<file path="src/rtl/mips150_fetch_if.sv">
// mips150_fetch_if: hazard/redirect inputs, IMEM port B and X-stage outputs of the fetch stage
interface mips150_fetch_if #(
   parameter int IMEM_AW = 12
);
   logic               stall;
   logic               redirect_valid;
   logic [31:0]        redirect_pc;
   logic               imem_en;
   logic [IMEM_AW-1:0] imem_addr;
   logic [31:0]        imem_rdata;
   logic [31:0]        instr_x;
   logic [31:0]        pc_x;
   logic               valid_x;
   modport master (
      input  stall, redirect_valid, redirect_pc, imem_rdata,
      output imem_en, imem_addr, instr_x, pc_x, valid_x
   );
   modport slave (
      output stall, redirect_valid, redirect_pc, imem_rdata,
      input  imem_en, imem_addr, instr_x, pc_x, valid_x
   );
endinterface

</file>
<file path="src/rtl/mips150_fetch_stage.sv">
// mips150_fetch_stage: PC, IMEM port B fetch, delay-slot redirect handling and the I-X pipeline register
module mips150_fetch_stage #(
   parameter logic [31:0] RESET_PC  = 32'h0000_0000,
   parameter int          IMEM_AW   = 12,
   parameter logic [31:0] NOP_INSTR = 32'h0000_0000
) (
   input logic             clk,
   input logic             rst_n,
   mips150_fetch_if.master bus
);
   typedef enum logic [1:0] {BOOT, RUN, STALL} state_t;
   state_t      state_q, state_d;
   logic [31:0] fetch_pc_q, fetch_pc_d;
   logic [31:0] resp_pc_q, resp_pc_d;
   logic        resp_valid_q, resp_valid_d;
   logic [31:0] pend_pc_q, pend_pc_d;
   logic        pend_valid_q, pend_valid_d;
   logic [31:0] instr_x_q, instr_x_d;
   logic [31:0] pc_x_q, pc_x_d;
   logic        valid_x_q, valid_x_d;
   logic        redir;
   logic [31:0] tgt;
   assign bus.imem_en   = rst_n & ~bus.stall;
   assign bus.imem_addr = fetch_pc_q[IMEM_AW+1:2];
   assign bus.instr_x   = instr_x_q;
   assign bus.pc_x      = pc_x_q;
   assign bus.valid_x   = valid_x_q;
   // state and pipeline registers; async reset discards any in-flight fetch and pending redirect
   always_ff @(posedge clk or negedge rst_n) begin
      if (!rst_n) begin
         state_q      <= BOOT;
         fetch_pc_q   <= RESET_PC;
         resp_pc_q    <= RESET_PC;
         resp_valid_q <= 1'b0;
         pend_pc_q    <= RESET_PC;
         pend_valid_q <= 1'b0;
         instr_x_q    <= NOP_INSTR;
         pc_x_q       <= RESET_PC;
         valid_x_q    <= 1'b0;
      end else begin
         state_q      <= state_d;
         fetch_pc_q   <= fetch_pc_d;
         resp_pc_q    <= resp_pc_d;
         resp_valid_q <= resp_valid_d;
         pend_pc_q    <= pend_pc_d;
         pend_valid_q <= pend_valid_d;
         instr_x_q    <= instr_x_d;
         pc_x_q       <= pc_x_d;
         valid_x_q    <= valid_x_d;
      end
   end
   // next state: any unstalled cycle runs; a stall parks RUN in STALL but leaves BOOT in BOOT
   always_comb begin
      state_d = !bus.stall ? RUN : (state_q == BOOT ? BOOT : STALL);
   end
   // datapath: advance on unstalled cycles; a live redirect beats a pending one and kills the wrong-path fetch
   always_comb begin
      redir        = bus.redirect_valid | pend_valid_q;
      tgt          = bus.redirect_valid ? (bus.redirect_pc & 32'hFFFF_FFFC) : pend_pc_q;
      fetch_pc_d   = bus.stall ? fetch_pc_q : (redir ? tgt : fetch_pc_q + 32'd4);
      resp_pc_d    = bus.stall ? resp_pc_q : fetch_pc_q;
      resp_valid_d = bus.stall ? resp_valid_q : ~redir;
      instr_x_d    = bus.stall ? instr_x_q : (resp_valid_q ? bus.imem_rdata : NOP_INSTR);
      pc_x_d       = bus.stall ? pc_x_q : resp_pc_q;
      valid_x_d    = bus.stall ? valid_x_q : resp_valid_q;
      pend_valid_d = bus.stall & (pend_valid_q | bus.redirect_valid);
      pend_pc_d    = (bus.stall & bus.redirect_valid) ? tgt : pend_pc_q;
   end
endmodule

</file>
<file path="src/flat_wrapper.sv">
// flat-port wrapper written by rule: the top's interface ports become plain ports
module mips150_fetch_stage_flat 
#(
   parameter logic [31:0] RESET_PC  = 32'h0000_0000,
   parameter int          IMEM_AW   = 12,
   parameter logic [31:0] NOP_INSTR = 32'h0000_0000
)
  (clk, rst_n, bus_stall, bus_redirect_valid, bus_redirect_pc, bus_imem_rdata, bus_imem_en, bus_imem_addr, bus_instr_x, bus_pc_x, bus_valid_x);
  mips150_fetch_if #(.IMEM_AW(IMEM_AW)) bus_i ();
  input logic clk;
  input logic rst_n;
  input wire logic [$bits(bus_i.stall)-1:0] bus_stall;
  input wire logic [$bits(bus_i.redirect_valid)-1:0] bus_redirect_valid;
  input wire logic [$bits(bus_i.redirect_pc)-1:0] bus_redirect_pc;
  input wire logic [$bits(bus_i.imem_rdata)-1:0] bus_imem_rdata;
  output wire logic [$bits(bus_i.imem_en)-1:0] bus_imem_en;
  output wire logic [$bits(bus_i.imem_addr)-1:0] bus_imem_addr;
  output wire logic [$bits(bus_i.instr_x)-1:0] bus_instr_x;
  output wire logic [$bits(bus_i.pc_x)-1:0] bus_pc_x;
  output wire logic [$bits(bus_i.valid_x)-1:0] bus_valid_x;
  assign bus_i.stall = bus_stall;
  assign bus_i.redirect_valid = bus_redirect_valid;
  assign bus_i.redirect_pc = bus_redirect_pc;
  assign bus_i.imem_rdata = bus_imem_rdata;
  assign bus_imem_en = bus_i.imem_en;
  assign bus_imem_addr = bus_i.imem_addr;
  assign bus_instr_x = bus_i.instr_x;
  assign bus_pc_x = bus_i.pc_x;
  assign bus_valid_x = bus_i.valid_x;
  mips150_fetch_stage #(.RESET_PC(RESET_PC), .IMEM_AW(IMEM_AW), .NOP_INSTR(NOP_INSTR)) u_core (.clk(clk), .rst_n(rst_n), .bus(bus_i));
endmodule
</file>
<file path="config.mk">
export PLATFORM = sky130hd
export DESIGN_NAME = mips150_fetch_stage_flat
export DESIGN_NICKNAME = d
export VERILOG_FILES = /design/src/rtl/mips150_fetch_if.sv /design/src/rtl/mips150_fetch_stage.sv /design/src/flat_wrapper.sv
export SDC_FILE = /design/constraint.sdc
export NUM_CORES = 1
export LEC_CHECK = 0
export CAP_MARGIN = 5
export CORE_ASPECT_RATIO = 0.75
export CORE_MARGIN = 1
export CORE_UTILIZATION = 55
export CTS_CLUSTER_DIAMETER = 200
export DETAILED_ROUTE_END_ITERATION = 10
export DONT_BUFFER_PORTS = 1
export PLACE_DENSITY = 0.73
export SYNTH_ARGS = -nofsm -noshare
export SYNTH_HDL_FRONTEND = slang
export SYNTH_SLANG_ARGS = --single-unit
</file>
<file path="constraint.sdc">
create_clock -name clk -period 1.55 [get_ports clk]
set_input_delay 0.155 -clock clk [delete_from_list [all_inputs] [get_ports clk]]
set_output_delay 0.155 -clock clk [all_outputs]
set_load 0.005 [all_outputs]
</file>
==> flow_metrics.tcl <==
set metrics [dict create \
    outcome "complete, but fails checks" \
    violations "hold timing, setup timing" \
    grt_pass1_wl_um 29500 \
    dieWidth_um 137 \
    whs_ns -0.582 \
    drt-total-wl_um 20300 \
    cp_cell_sequence "ha_4, and3_4, nand4_1, o31ai_2, a211oi_2" \
    hold_viol 163 \
    fillers 841 \
    yosys.area_share.xor_xnor_pct 0 \
    setup_viol 7 \
    clock_sinks 163 \
    dr.pass1.iters 5 \
    power_density_mw_per_mm2 1250 \
    max_slew_margin_pct 41.2 \
    drtAntennaViolNets 0 \
    cts_tree "yes" \
    grt_pass1_vias 5859 \
    final_common_cell "dfrtp_1" \
    ctsRootBufferMaster "clkbuf_16" \
    worst_slew_pin_slew_ns 0.878 \
    die_y_um 103 \
    synthMuxAreaShare_pct 13.4 \
    p_total_mw 12.5 \
    area_growth_syn_to_layout_pct 33.1 \
    place_hpwl_um 10700 \
    hold_path.class "input port to async pin" \
    dieArea_sq_mm 0.0142 \
    yosys_warnings 0 \
    clkLatencyLatePin_ns 0.43 \
    async_reset_ff_share_pct 100 \
    critPathMaxStageDelay_ns 0.41 \
    layout_common_cells "157 x dfrtp_1, 125 x dlygate4sd3_1, 97 x nand2_1" \
    wl_per_cell_um 19.8 \
    fin_crit_ns 1.60 \
    drc_errors 0 \
    numCtsBuffers 17 \
    ys.flop_type "dfrtp_1" \
    grt_start_max_net_pins 196 \
    cap_violations 0 \
    h-tree-depth 4 \
    seq_area_sq_mm 0.00409 \
    start_kind "flop" \
    pre_cts_ws_ns -0.0296 \
    numPortBuffers 0 \
    num-nets-final 910 \
    vias 6141 \
    grt_antenna_before_repair 0 \
    drt-initial-drc-count 498 \
    multi_input_area_sq_mm 0.00318 \
    cp.arrival_ns 1.90 \
    cts_buffer_depth 2 \
    leakagePower_nw 4.32 \
    synth_cells 699 \
    synth_cell_types 60 \
    synth_seq_cells 163 \
    overflow 0 \
    synth.avg_cell_area_sq_um 10.8 \
    rsz0062_at_grt "true" \
    tns_ns -0.140 \
    worstPathRequired_ns 1.85 \
    drv_slew 0 \
    vdd_drop_max_mv 0.995 \
    worstSetupEndpointType "flop" \
    boundaryPins 146 \
    start_util_pct 57.1 \
    drive_gt1_share_pct 26.1 \
    path_max_fanout 4 \
    synth_edf_count 0 \
    cp_slowest_cell "dfrtp_2" \
    min_period_over_period_pct 103 \
    synth-adder-area-share_pct 0.166 \
    synth_compound_area_share_pct 13.2 \
    yosysSeqAreaShare_pct 54.1 \
    gp_congestion 0.873 \
    path_clk_slew_ns 0.07 \
    synthSimpleGateAreaFrac_pct 13.9 \
    fmax_mhz 624 \
    fin_ws_ns -0.0516 \
    syn_area_sq_mm 0.00754 \
    synth_nets 768 \
    synth_top_family_by_area "simple AND/OR/NAND/NOR gates" \
    row_count 36 \
    finClkSkew_ns 0.00599 \
    grt_usage_pct 27.5 \
    n_antenna_cell 0 \
    fin_util_pct 76.0 \
    crit_type "flop to flop" \
    core_area_sq_mm 0.0132 \
    vias_per_cell 5.99 \
]
area by class of cell:
type	count	share of cell area, %
timing repair buffer	190	18.1
clock buffer	20	4.55
multi-input combinational	458	31.7
inverter	11	0.412
sequential	163	40.8
clock inverter	12	2.27
tap	171	2.13
metal layers:
layer	routed length (um)	global-route usage, %	up-vias
met2	9990	45.2	252
met4	391	11.5	0
met1	8590	35.1	3088
li1	-	-	2767
met3	1290	6.58	34
met5	0	0	-
critical path: cells and delay by family (launching register included):
family                     cells  cell delay [ns]
AOI/OAI and AO/OA              2             0.47
adders and majority gates      1             0.17
and+or+nand+nor                2             0.41
DFF                            1             0.41
flip-flops by register name, summed over array words and instances, names as in the netlist:
register             cells
u_core.bus.instr_x      32
u_core.bus.pc_x         32
u_core.bus.valid_x       1
u_core.fetch_pc_q       32
u_core.pend_pc_q        32
u_core.pend_valid_q      1
u_core.resp_pc_q        32
u_core.resp_valid_q      1
metrics by stage:
| step | cells | cell area (sq um) | hold WS, ns |
|---|---|---|---|
| finish | 1025 | 10000 | -0.582 |
| global route | 1025 | 10000 | -0.593 |
| CTS | 998 | 9650 | -0.591 |
| detailed placement | 856 | 7840 | -0.138 |
| global placement | 856 | 7840 | -0.137 |
| floorplan | 699 | 7550 | -0.141 |
kinds of logic after synthesis:
family,Yosys count
simple gates,208
compound gates,159
fa+ha+maj,1
mux,90
buf+inv,78
flops,163
worst paths after layout:
check                      slack [ns]                     to  cells past startpoint            startpoint
setup / recovery                -0.05  u_core.fetch_pc_q[18]                      5  u_core.fetch_pc_q[3]
min in group clk                 0.01   u_core.fetch_pc_q[2]                      3    bus_redirect_pc[2]
max in group asynchronous        1.91   u_core.fetch_pc_q[2]                      0                 rst_n
hold / removal                  -0.58    u_core.bus.pc_x[15]                      0                 rst_n
setup reg to reg                -0.05  u_core.fetch_pc_q[18]                      5  u_core.fetch_pc_q[3]
hold reg to reg                  0.48   u_core.resp_pc_q[20]                      1  u_core.resp_pc_q[20]
cells in the mapped netlist (2+ instances only):
library cell	instances	share of area (%)
nor4_1	3	0.25
a41o_2	2	0.30
nor3_1	3	0.20
nand4_1	18	1.5
o22a_1	3	0.35
a22o_1	3	0.35
buf_1	9	0.45
nand3_2	2	0.27
buf_6	4	0.60
o41ai_1	2	0.23
nand3b_1	11	1.1
a22oi_1	3	0.30
nand3_1	4	0.27
o31ai_1	7	0.70
and3_1	7	0.58
a211o_1	2	0.23
and2_1	2	0.17
nor2_1	36	1.8
mux2_2	87	13
a41oi_1	3	0.35
nor2b_1	8	0.66
nand2_1	97	4.8
clkbuf_1	28	1.4
buf_4	13	1.3
buf_2	12	0.80
nand3_4	2	0.46
o211ai_1	4	0.40
nand2b_1	2	0.17
a311oi_1	5	0.58
a211oi_1	7	0.70
inv_1	11	0.55
nor3b_1	2	0.20
o21ai_0	59	3.9
o22ai_1	4	0.33
a221oi_1	4	0.46
mux2i_1	3	0.40
a31oi_1	6	0.50
dfrtp_1	163	54
nor4_4	2	0.56
a21o_1	2	0.20
a21oi_1	35	2.3
power by group:
part	internal (mW)	switching [mW]	total (mW)
clock network	3.11	1.73	4.84
registers	4.91	0.513	5.42
logic	1.37	0.890	2.26
what timing repair did:
item,4_1_cts,5_1_grt
endpoints found under the hold margin,318,212
gates resized for setup,7,29
pin swaps,7,15
hold buffers,106,23
buffers inserted,4,7
setup endpoints to repair,9,43
No activity file was read; power rests on OpenSTA's default activity.
